[src/rtl/vram_scanout_if.sv]
// Wishbone B-port bundle between the scan-out master and the 16K video RAM.
interface vram_scanout_if;
  logic [12:0] ADR_O;
  logic        CYC_O;
  logic        STB_O;
  logic        WE_O;
  logic [1:0]  SEL_O;
  logic [15:0] DAT_I;
  logic        ACK_I;

  modport master (
    output ADR_O, CYC_O, STB_O, WE_O, SEL_O,
    input  DAT_I, ACK_I
  );

  modport slave (
    input  ADR_O, CYC_O, STB_O, WE_O, SEL_O,
    output DAT_I, ACK_I
  );
endinterface

[src/rtl/vram_scanout.sv]
// Video scan-out: Wishbone prefetch of framebuffer words into a FIFO, MSB-first pixel serialiser.
// Optional sticky underrun flag enabled by defining VRAM_SCANOUT_UNDERRUN_EN.
module vram_scanout #(
  parameter logic [12:0] FB_BASE         = 13'h0000,
  parameter int          WORDS_PER_FRAME = 8000,
  parameter int          FIFO_DEPTH      = 8
) (
  input  logic               CLK_I,
  input  logic               RST_I,
  vram_scanout_if.master     wb,
  input  logic               VSYNC_I,
  input  logic               DEN_I,
  output logic               PIXEL_O,
  output logic               UNDERRUN_O
);

  localparam int PTR_W = $clog2(FIFO_DEPTH);
  localparam int CNT_W = PTR_W + 1;
  localparam int REM_W = $clog2(WORDS_PER_FRAME + 1);

  localparam logic [1:0] ST_IDLE = 2'd0;
  localparam logic [1:0] ST_BUS  = 2'd1;
  localparam logic [1:0] ST_GAP  = 2'd2;

  logic [1:0]       state_q, state_d;
  logic [12:0]      adr_q, adr_d;
  logic [REM_W-1:0] rem_q, rem_d;
  logic [PTR_W-1:0] wr_ptr_q, wr_ptr_d;
  logic [PTR_W-1:0] rd_ptr_q, rd_ptr_d;
  logic [CNT_W-1:0] count_q, count_d;
  logic [3:0]       bitcnt_q, bitcnt_d;
  logic [15:0]      shift_q, shift_d;
  logic             pixel_q, pixel_d;
  logic [15:0]      mem_q [FIFO_DEPTH];

  logic push;
  logic pop;
  logic fifo_full;
  logic fifo_empty;

  assign fifo_full  = (count_q == CNT_W'(FIFO_DEPTH));
  assign fifo_empty = (count_q == '0);

  // Fetch FSM. An entry is only requested from IDLE, where no word is in flight,
  // so the occupancy count alone decides whether a slot is free.
  always_comb begin
    // NOTE: every output gets a default first so no path leaves it unassigned (no latch).
    state_d = state_q;
    adr_d   = adr_q;
    rem_d   = rem_q;
    push    = 1'b0;
    case (state_q)
      ST_IDLE: if (rem_q != '0 && !fifo_full) state_d = ST_BUS;
      ST_BUS: begin
        if (wb.ACK_I) begin
          push    = 1'b1;
          adr_d   = adr_q + 13'd1;
          rem_d   = rem_q - REM_W'(1);
          state_d = ST_GAP;
        end
      end
      ST_GAP:  state_d = ST_IDLE;
      default: state_d = ST_IDLE;
    endcase
    if (VSYNC_I) begin
      state_d = ST_GAP;
      adr_d   = FB_BASE;
      rem_d   = REM_W'(WORDS_PER_FRAME);
      push    = 1'b0;
    end
  end

  // Serialiser: reload from the FIFO head every 16th enabled pixel.
  always_comb begin
    shift_d  = shift_q;
    bitcnt_d = bitcnt_q;
    pop      = 1'b0;
    if (VSYNC_I) begin
      shift_d  = '0;
      bitcnt_d = '0;
    end else if (DEN_I) begin
      if (bitcnt_q == 4'd0) begin
        if (!fifo_empty) begin
          shift_d = mem_q[rd_ptr_q];
          pop     = 1'b1;
        end else begin
          shift_d = 16'h0000;
        end
      end else begin
        shift_d = {shift_q[14:0], 1'b0};
      end
      bitcnt_d = bitcnt_q + 4'd1;
    end else begin
      bitcnt_d = '0;
    end
    pixel_d = DEN_I & shift_d[15];
  end

  always_comb begin
    wr_ptr_d = wr_ptr_q;
    rd_ptr_d = rd_ptr_q;
    count_d  = count_q;
    if (VSYNC_I) begin
      wr_ptr_d = '0;
      rd_ptr_d = '0;
      count_d  = '0;
    end else begin
      if (push) wr_ptr_d = wr_ptr_q + PTR_W'(1);
      if (pop)  rd_ptr_d = rd_ptr_q + PTR_W'(1);
      case ({push, pop})
        2'b10:   count_d = count_q + CNT_W'(1);
        2'b01:   count_d = count_q - CNT_W'(1);
        default: count_d = count_q;
      endcase
    end
  end

  always_ff @(posedge CLK_I) begin
    // NOTE: state registers use non-blocking assignments so every flop samples pre-edge values.
    if (RST_I) begin
      state_q  <= ST_IDLE;
      adr_q    <= FB_BASE;
      rem_q    <= '0;
      wr_ptr_q <= '0;
      rd_ptr_q <= '0;
      count_q  <= '0;
      bitcnt_q <= '0;
      shift_q  <= '0;
      pixel_q  <= 1'b0;
    end else begin
      state_q  <= state_d;
      adr_q    <= adr_d;
      rem_q    <= rem_d;
      wr_ptr_q <= wr_ptr_d;
      rd_ptr_q <= rd_ptr_d;
      count_q  <= count_d;
      bitcnt_q <= bitcnt_d;
      shift_q  <= shift_d;
      pixel_q  <= pixel_d;
    end
  end

  // NOTE: FIFO storage is not reset; the pointers and count define which entries are valid.
  always_ff @(posedge CLK_I) begin
    if (push) mem_q[wr_ptr_q] <= wb.DAT_I;
  end

`ifdef VRAM_SCANOUT_UNDERRUN_EN
  logic underrun_q, underrun_d;

  always_comb begin
    underrun_d = underrun_q;
    if (VSYNC_I) underrun_d = 1'b0;
    else if (DEN_I && bitcnt_q == 4'd0 && fifo_empty) underrun_d = 1'b1;
  end

  always_ff @(posedge CLK_I) begin
    if (RST_I) underrun_q <= 1'b0;
    else       underrun_q <= underrun_d;
  end

  assign UNDERRUN_O = underrun_q;
`else
  assign UNDERRUN_O = 1'b0;
`endif

  assign wb.CYC_O = (state_q == ST_BUS);
  assign wb.STB_O = (state_q == ST_BUS);
  assign wb.ADR_O = adr_q;
  assign wb.WE_O  = 1'b0;
  assign wb.SEL_O = 2'b11;
  assign PIXEL_O  = pixel_q;

endmodule

[src/flat_wrapper.sv]
// flat-port wrapper written by rule: the top's interface ports become plain ports
module vram_scanout_flat 
#(
  parameter logic [12:0] FB_BASE         = 13'h0000,
  parameter int          WORDS_PER_FRAME = 8000,
  parameter int          FIFO_DEPTH      = 8
)
  (CLK_I, RST_I, VSYNC_I, DEN_I, PIXEL_O, UNDERRUN_O, wb_ADR_O, wb_CYC_O, wb_STB_O, wb_WE_O, wb_SEL_O, wb_DAT_I, wb_ACK_I);
  vram_scanout_if wb_i ();
  input  logic CLK_I;
  input  logic RST_I;
  input  logic VSYNC_I;
  input  logic DEN_I;
  output logic PIXEL_O;
  output logic UNDERRUN_O;
  output wire logic [$bits(wb_i.ADR_O)-1:0] wb_ADR_O;
  output wire logic [$bits(wb_i.CYC_O)-1:0] wb_CYC_O;
  output wire logic [$bits(wb_i.STB_O)-1:0] wb_STB_O;
  output wire logic [$bits(wb_i.WE_O)-1:0] wb_WE_O;
  output wire logic [$bits(wb_i.SEL_O)-1:0] wb_SEL_O;
  input wire logic [$bits(wb_i.DAT_I)-1:0] wb_DAT_I;
  input wire logic [$bits(wb_i.ACK_I)-1:0] wb_ACK_I;
  assign wb_ADR_O = wb_i.ADR_O;
  assign wb_CYC_O = wb_i.CYC_O;
  assign wb_STB_O = wb_i.STB_O;
  assign wb_WE_O = wb_i.WE_O;
  assign wb_SEL_O = wb_i.SEL_O;
  assign wb_i.DAT_I = wb_DAT_I;
  assign wb_i.ACK_I = wb_ACK_I;
  vram_scanout #(.FB_BASE(FB_BASE), .WORDS_PER_FRAME(WORDS_PER_FRAME), .FIFO_DEPTH(FIFO_DEPTH)) u_core (.CLK_I(CLK_I), .RST_I(RST_I), .wb(wb_i), .VSYNC_I(VSYNC_I), .DEN_I(DEN_I), .PIXEL_O(PIXEL_O), .UNDERRUN_O(UNDERRUN_O));
endmodule
[config.mk]
export PLATFORM = sky130hd
export DESIGN_NAME = vram_scanout_flat
export DESIGN_NICKNAME = d
export VERILOG_FILES = /design/src/rtl/vram_scanout_if.sv /design/src/rtl/vram_scanout.sv /design/src/flat_wrapper.sv
export SDC_FILE = /design/constraint.sdc
export NUM_CORES = 1
export LEC_CHECK = 0
export CAP_MARGIN = 20
export CORE_MARGIN = 2
export CORE_UTILIZATION = 35
export CTS_CLUSTER_SIZE = 25
export DETAILED_ROUTE_END_ITERATION = 12
export PLACE_DENSITY = 0.51
export SLEW_MARGIN = 10
export SYNTH_ARGS = -nofsm -noshare
export SYNTH_HDL_FRONTEND = slang
export SYNTH_SLANG_ARGS = --single-unit
[constraint.sdc]
create_clock -name CLK_I -period 2.7 [get_ports CLK_I]
set_input_delay 0.54 -clock CLK_I [delete_from_list [all_inputs] [get_ports CLK_I]]
set_output_delay 0.54 -clock CLK_I [all_outputs]
set_load 0.02 [all_outputs]
; ---- After elaboration in Yosys (flattened, before gate mapping)
; Memories as Yosys holds them, arrays and structs flattened. A register that Yosys moved wholly into a read port is not among the register bits.
; Index checks and enable logic that the tools add are counted.
[op_classes]
reduce_logical = 15
mul = 0
magnitude_cmp = 0
n_mux = 23
n_bitwise = 2
add_sub_neg = 7
n_eq_ne = 8
n_shift = 0
n_div = 0
[op_table]
columns = op, count
row1 = two-way mux 16 bit, 4
row2 = two-way mux 13 bit, 3
row3 = adder 13 x 1 -> 13 bit (second input constant), 1
row4 = nonzero test 13 bit, 1
row5 = subtractor 13 x 1 -> 13 bit (second input constant), 1
row6 = two-way mux 1 bit, 9
row7 = adder 4 x 1 -> 4 bit (second input constant), 2
row8 = zero test 4 bit, 2
row9 = one-hot mux 4 bit (2 select lines), 1
row10 = AND reduction 2 bit, 4
row11 = adder 3 x 1 -> 3 bit (second input constant), 2
row12 = two-way mux 2 bit, 3
row13 = two-way mux 3 bit, 2
row14 = != test 3 x 2 -> 1 bit (second input constant), 2
row15 = nonzero test 2 bit, 3
row16 = == test 2 x 1 -> 1 bit (second input constant), 2
row17 = == test 4 bit (second input constant), 1
row18 = != test 2 x 1 -> 1 bit (second input constant), 2
row19 = one-hot mux 2 bit (2 select lines), 1
row20 = subtractor 4 x 1 -> 4 bit (second input constant), 1
row21 = OR reduction 3 bit, 1
row22 = == test 2 bit (second input constant), 1
row23 = zero test 2 bit, 1
row24 = OR reduction 2 bit, 1
row25 = other kinds (4), 4
[word_totals]
latch_bits = 0
inputBits = 21
regBits = 59
wordCells = 68
ram_bits = 128
romBits = 0
output_inout_bits = 20
n_memories = 1
[memory_table]
columns = memory, depth, width, read_ports, rd_ports_with_merged_regs, wr, line_no
row1 = u_core.mem_q, 8, 16, 1, 1, 1, vram_scanout.sv:34  ; logic [15:0] mem_q [FIFO_DEPTH];

; ---- Depth between registers and ports, before layout
[depth]
word_depth = 7
mapped_depth = 12
mapped_depth_nobuf = 12

; ---- Worst setup path before layout
; No wires, ideal clock.
[synth_timing]
kind = register -> register
startpoint = register u_core.state_q[0]
endpoint = memory u_core.mem_q[0][0], enable pin
arrival_ps = 2508
setup_time_ps = 409
period_less_slack_ps = 2918
path_stages_with_launch = 5
setup_slack_ps = -218
path_cell_list = dfxtp_1 nor2b_1 nand2_1 or3_1 nor3_1
[synth_via]
elab_chain_cells = 5
[synth_lines]
columns = item, line_no
row1 = start: declaration, vram_scanout.sv:25  ; logic [1:0] state_q, state_d;
row2 = start signal: assignment, vram_scanout.sv:131  ; state_q <= state_d;
row3 = == test 2 x 1 -> 1 bit, n/a
row4 = via wb_CYC_O, flat_wrapper.sv:17  ; output wire logic [$bits(wb_i.CYC_O)-1:0] wb_CYC_O;
row5 = two-way mux 1 bit, vram_scanout.sv:52  ; case (state_q)
row6 = two-way mux 1 bit, vram_scanout.sv:65  ; if (VSYNC_I) begin
row7 = two-way mux 1 bit, vram_scanout.sv:145  ; if (push) mem_q[wr_ptr_q] <= wb.DAT_I;
row8 = two-way mux 1 bit (implied by the code), vram_scanout.sv:145
row9 = end: declaration, vram_scanout.sv:34
; The timed path passes the listed nets, and every way through them passes these cells.

; ---- Final worst setup path
[layout_timing]
startpoint = register u_core.count_q[0]
endpoint = register u_core.count_q[2]
[layout_via]
elab_chain_cells = 7
[layout_lines]
columns = item, line_no
row1 = start: declaration, vram_scanout.sv:30  ; logic [CNT_W-1:0] count_q, count_d;
row2 = start signal: assignment, vram_scanout.sv:136  ; count_q <= count_d;
row3 = zero test 4 bit (*), vram_scanout.sv:42  ; assign fifo_empty = (count_q == '0);
row4 = two-way mux 1 bit (*), vram_scanout.sv:83  ; if (!fifo_empty) begin
row5 = two-way mux 1 bit (*), vram_scanout.sv:82  ; if (bitcnt_q == 4'd0) begin
row6 = two-way mux 1 bit (*), vram_scanout.sv:81  ; end else if (DEN_I) begin
row7 = two-way mux 1 bit (*), vram_scanout.sv:78  ; if (VSYNC_I) begin
row8 = via u_core.pop, vram_scanout.sv:37  ; logic pop;
row9 = == test 2 x 1 -> 1 bit or == test 2 bit (tied branches), vram_scanout.sv:110  ; case ({push, pop})
row10 = one-hot mux 4 bit (2 select lines) or nonzero test 2 bit (tied branches), n/a
; Mark *: on every way through the listed nets, which the timed path passes. The rest lies on a longest branch.
; A chain may end at the register's enable or synchronous reset.

==> metrics <==
status=finished clean; total track usage=14.7%; Lkg Pwr=2.92 nW; number of flops mapped to enable cells by yosys=128; fraction of layout cells with a size suffix above 1=16.7%; RSZ-0062 raised after global routing=no; synthesized instance count=521; synthesized flop and latch total=189; R2R cell count=10; CTS tree=yes; CP max stage delay=0.56 ns; largest net degree at the start of global routing=39; Final Hold Vio Count=0; Peak VDD IR=0.402 mV; WP buf/inv=0; Synth warnings=0; CP Capture Type=flop; Std-Cell Rows=53; ANT nets after route=0; post-detail-place hpwl=10.1 mm; Via density=5.16; worst min-delay path class=reg2reg; hold_sp=u_core.bitcnt_q[0]; hold-fix buffer count after cts=0; Synth Area per Inst=14.6 um^2; worst reg2reg path startpoint=u_core.count_q[0]; slowest cell on the critical path=or4_4; Pre-antenna DRT Iters=4; Synth cell types=50; arrival time at the worst endpoint=2.82 ns; Die Width=152 um; top post-synthesis cells by count=edfxtp_1 (128), dfxtp_1 (61), nor2_1 (40), mux4_2 (28), o22ai_1 (27); f_max=406 MHz; TNS Setup=0 ns; total number of vias=4474; CP max FO=6; Worst-path clk slew=0.06 ns; Worst slew margin=51.8%; initial antenna violation count=0; drt initial violations=320; clock latency on the worst-skew pair=0.42 ns; Required @ worst endpoint=3.05 ns; WS Path Type=reg2reg; number of global-route vias before repair=4624; Top Family by Delay on Critical Path=simple AND/OR/NAND/NOR gates; overall power=5.65 mW; final setup vio count=0; post-synth top area share=50.4%; routability congestion estimate=0.728; first-pass GRT wire length=25.0 mm; nets@finish=610; Synth area leaders=edfxtp_1 (50%), dfxtp_1 (16%), mux4_2 (8.3%); # Post-CTS Setup Buffers=0; PortBufs=36; hold path depth=1; drt drc=0; Core Region=0.0212 mm^2; final-report max-slew violation count=0; CTS buffer count=17; Setup Skew=0.0105 ns; Critical path origin=u_core.count_q[0]; fin crit period=2.46 ns; Crit path depth=10; async set or reset register ratio after synthesis=0%; PostCTS Resize Cnt=0; worst-margin pin slew=0.721 ns; die footprint=0.0230 mm^2; sequential area share after synthesis=66.5%; WL/cell=18.2 um; Root Driver=clkbuf_16; PD cells=628 mW/mm^2; IO Count=41; global route total overflow=0; Die Y=152 um; Mapped Area=0.00762 mm^2; max-cap violation count=0; Initial Util=35.9%; ant diodes=0; Area growth, synth to finish=18.0%; area leader, netlist=edfxtp_1; startpoint types=flop; period utilization=91.2%; Routed WL=15.8 mm; R2R Setup Slk=0.24 ns; worst path cell trace=or4_4, nand3_1, nor2_1, ha_1, xor2_1, ha_1, a21oi_1, xor2_1, or3_1, a21oi_1; CTS max path bufs=2; ys flop type=edfxtp_1; CTS sink count=189; H-tree levels=4; count leader, synth=edfxtp_1
## routing by layer
layer	GRT usage, %	vias up	part of all wire, %
met3	3.56	7	3.7
met4	3.89	0	0.69
met1	18.7	2272	45
met2	25.3	79	51
li1	-	2116	-
met5	0	-	0
## report_power, final
part | total (mW) | internal (mW) | switching [mW]
Clock | 2.37 | 1.22 | 1.15
Combinational | 0.171 | 0.0692 | 0.102
Sequential | 3.11 | 3.10 | 0.0130
## layout make-up
class / instances / area, um^2
clock inverters: 14 / 130
fillers: 1952 / 12200
clock buffers: 17 / 425
multi-input cells: 296 / 2360
repair buffers: 69 / 646
flip-flops and latches: 189 / 5070
inverters: 7 / 26.3
well taps: 275 / 344
## worst reg2reg max path, delay by kind of cell, from the launching register on
family / cells / cell delay (ns)
fa+ha+maj: 2 / 0.42
compound gates: 2 / 0.28
xor+xnor: 2 / 0.24
simple gates: 4 / 1.10
flops: 1 / 0.36
## registers in the layout (all words and copies together) (netlist names), named ones only
name and cells:
u_core.state_q 2, u_core.PIXEL_O 1, u_core.bitcnt_q 4, u_core.shift_q 15, u_core.wb.ADR_O 13, u_core.wr_ptr_q 3, u_core.count_q 4, u_core.rd_ptr_q 3
u_core.mem_q 128, u_core.rem_q 13
## logic make-up (layout without fill, tap and decap cells)
kind of cell	Yosys count	count (layout)	share of synthesized area, %
buffers and inverters	38	107	2.82
muxes	36	36	10.2
and+or+nand+nor	136	136	9.54
xor gates and xnor gates	28	28	3.22
adders and majority gates	9	9	1.48
DFF	189	189	66.5
other	2	4	0.0986
AOI/OAI and AO/OA	83	83	6.19
## stage by stage
| stage | worst slack [ns] | instances | area [um^2] | hold slack (ns) | utilization (%) |
|---|---|---|---|---|---|
| floorplan | 0.0614 | 523 | 7630 | 0.430 | - |
| global placement | 0.0909 | 836 | 8440 | 0.442 | 39.8 |
| detailed placement | 0.0695 | 836 | 8440 | 0.463 | 39.8 |
| CTS | 0.235 | 867 | 8990 | 0.483 | 42.4 |
| global route | 0.110 | 867 | 8990 | 0.523 | 42.4 |
| finish | 0.237 | 867 | 8990 | 0.481 | 42.4 |
## final timing paths
check	to
min	u_core.bitcnt_q[0]
max	u_core.count_q[2]
max reg2reg	u_core.count_q[2]
min reg2reg	u_core.bitcnt_q[0]
## layout by cell type (no fill, tap or decap), types with 2 or more instances in the layout
cell type,Yosys,layout
o22ai_1,27,27
inv_1,5,5
clkdlybuf4s50_1,0,36
ha_1,9,9
clkinv_1,2,3
dfxtp_1,61,60
edfxtp_1,128,128
nor4_1,3,3
buf_12,1,3
mux2i_1,4,4
inv_8,0,5
nor2b_1,9,9
buf_4,6,30
nor3b_1,2,2
or3_1,5,5
nand2b_1,2,2
mux4_2,28,28
clkinv_2,0,2
nor3_1,8,6
nor2_1,40,40
and3_1,12,12
xor2_1,22,22
clkinv_4,0,2
a31oi_1,5,5
nor3_2,0,2
nand2_1,19,19
conb_1,2,4
xnor2_1,6,6
a21oi_1,24,24
nand3_1,12,12
nand4b_1,2,2
clkbuf_16,0,17
o21ai_0,11,11
inv_6,0,3
mux4_1,4,4
nand4_1,10,10
o21ai_1,11,11
a211oi_1,2,2
Note: power is estimated with default switching activity, not from simulation.
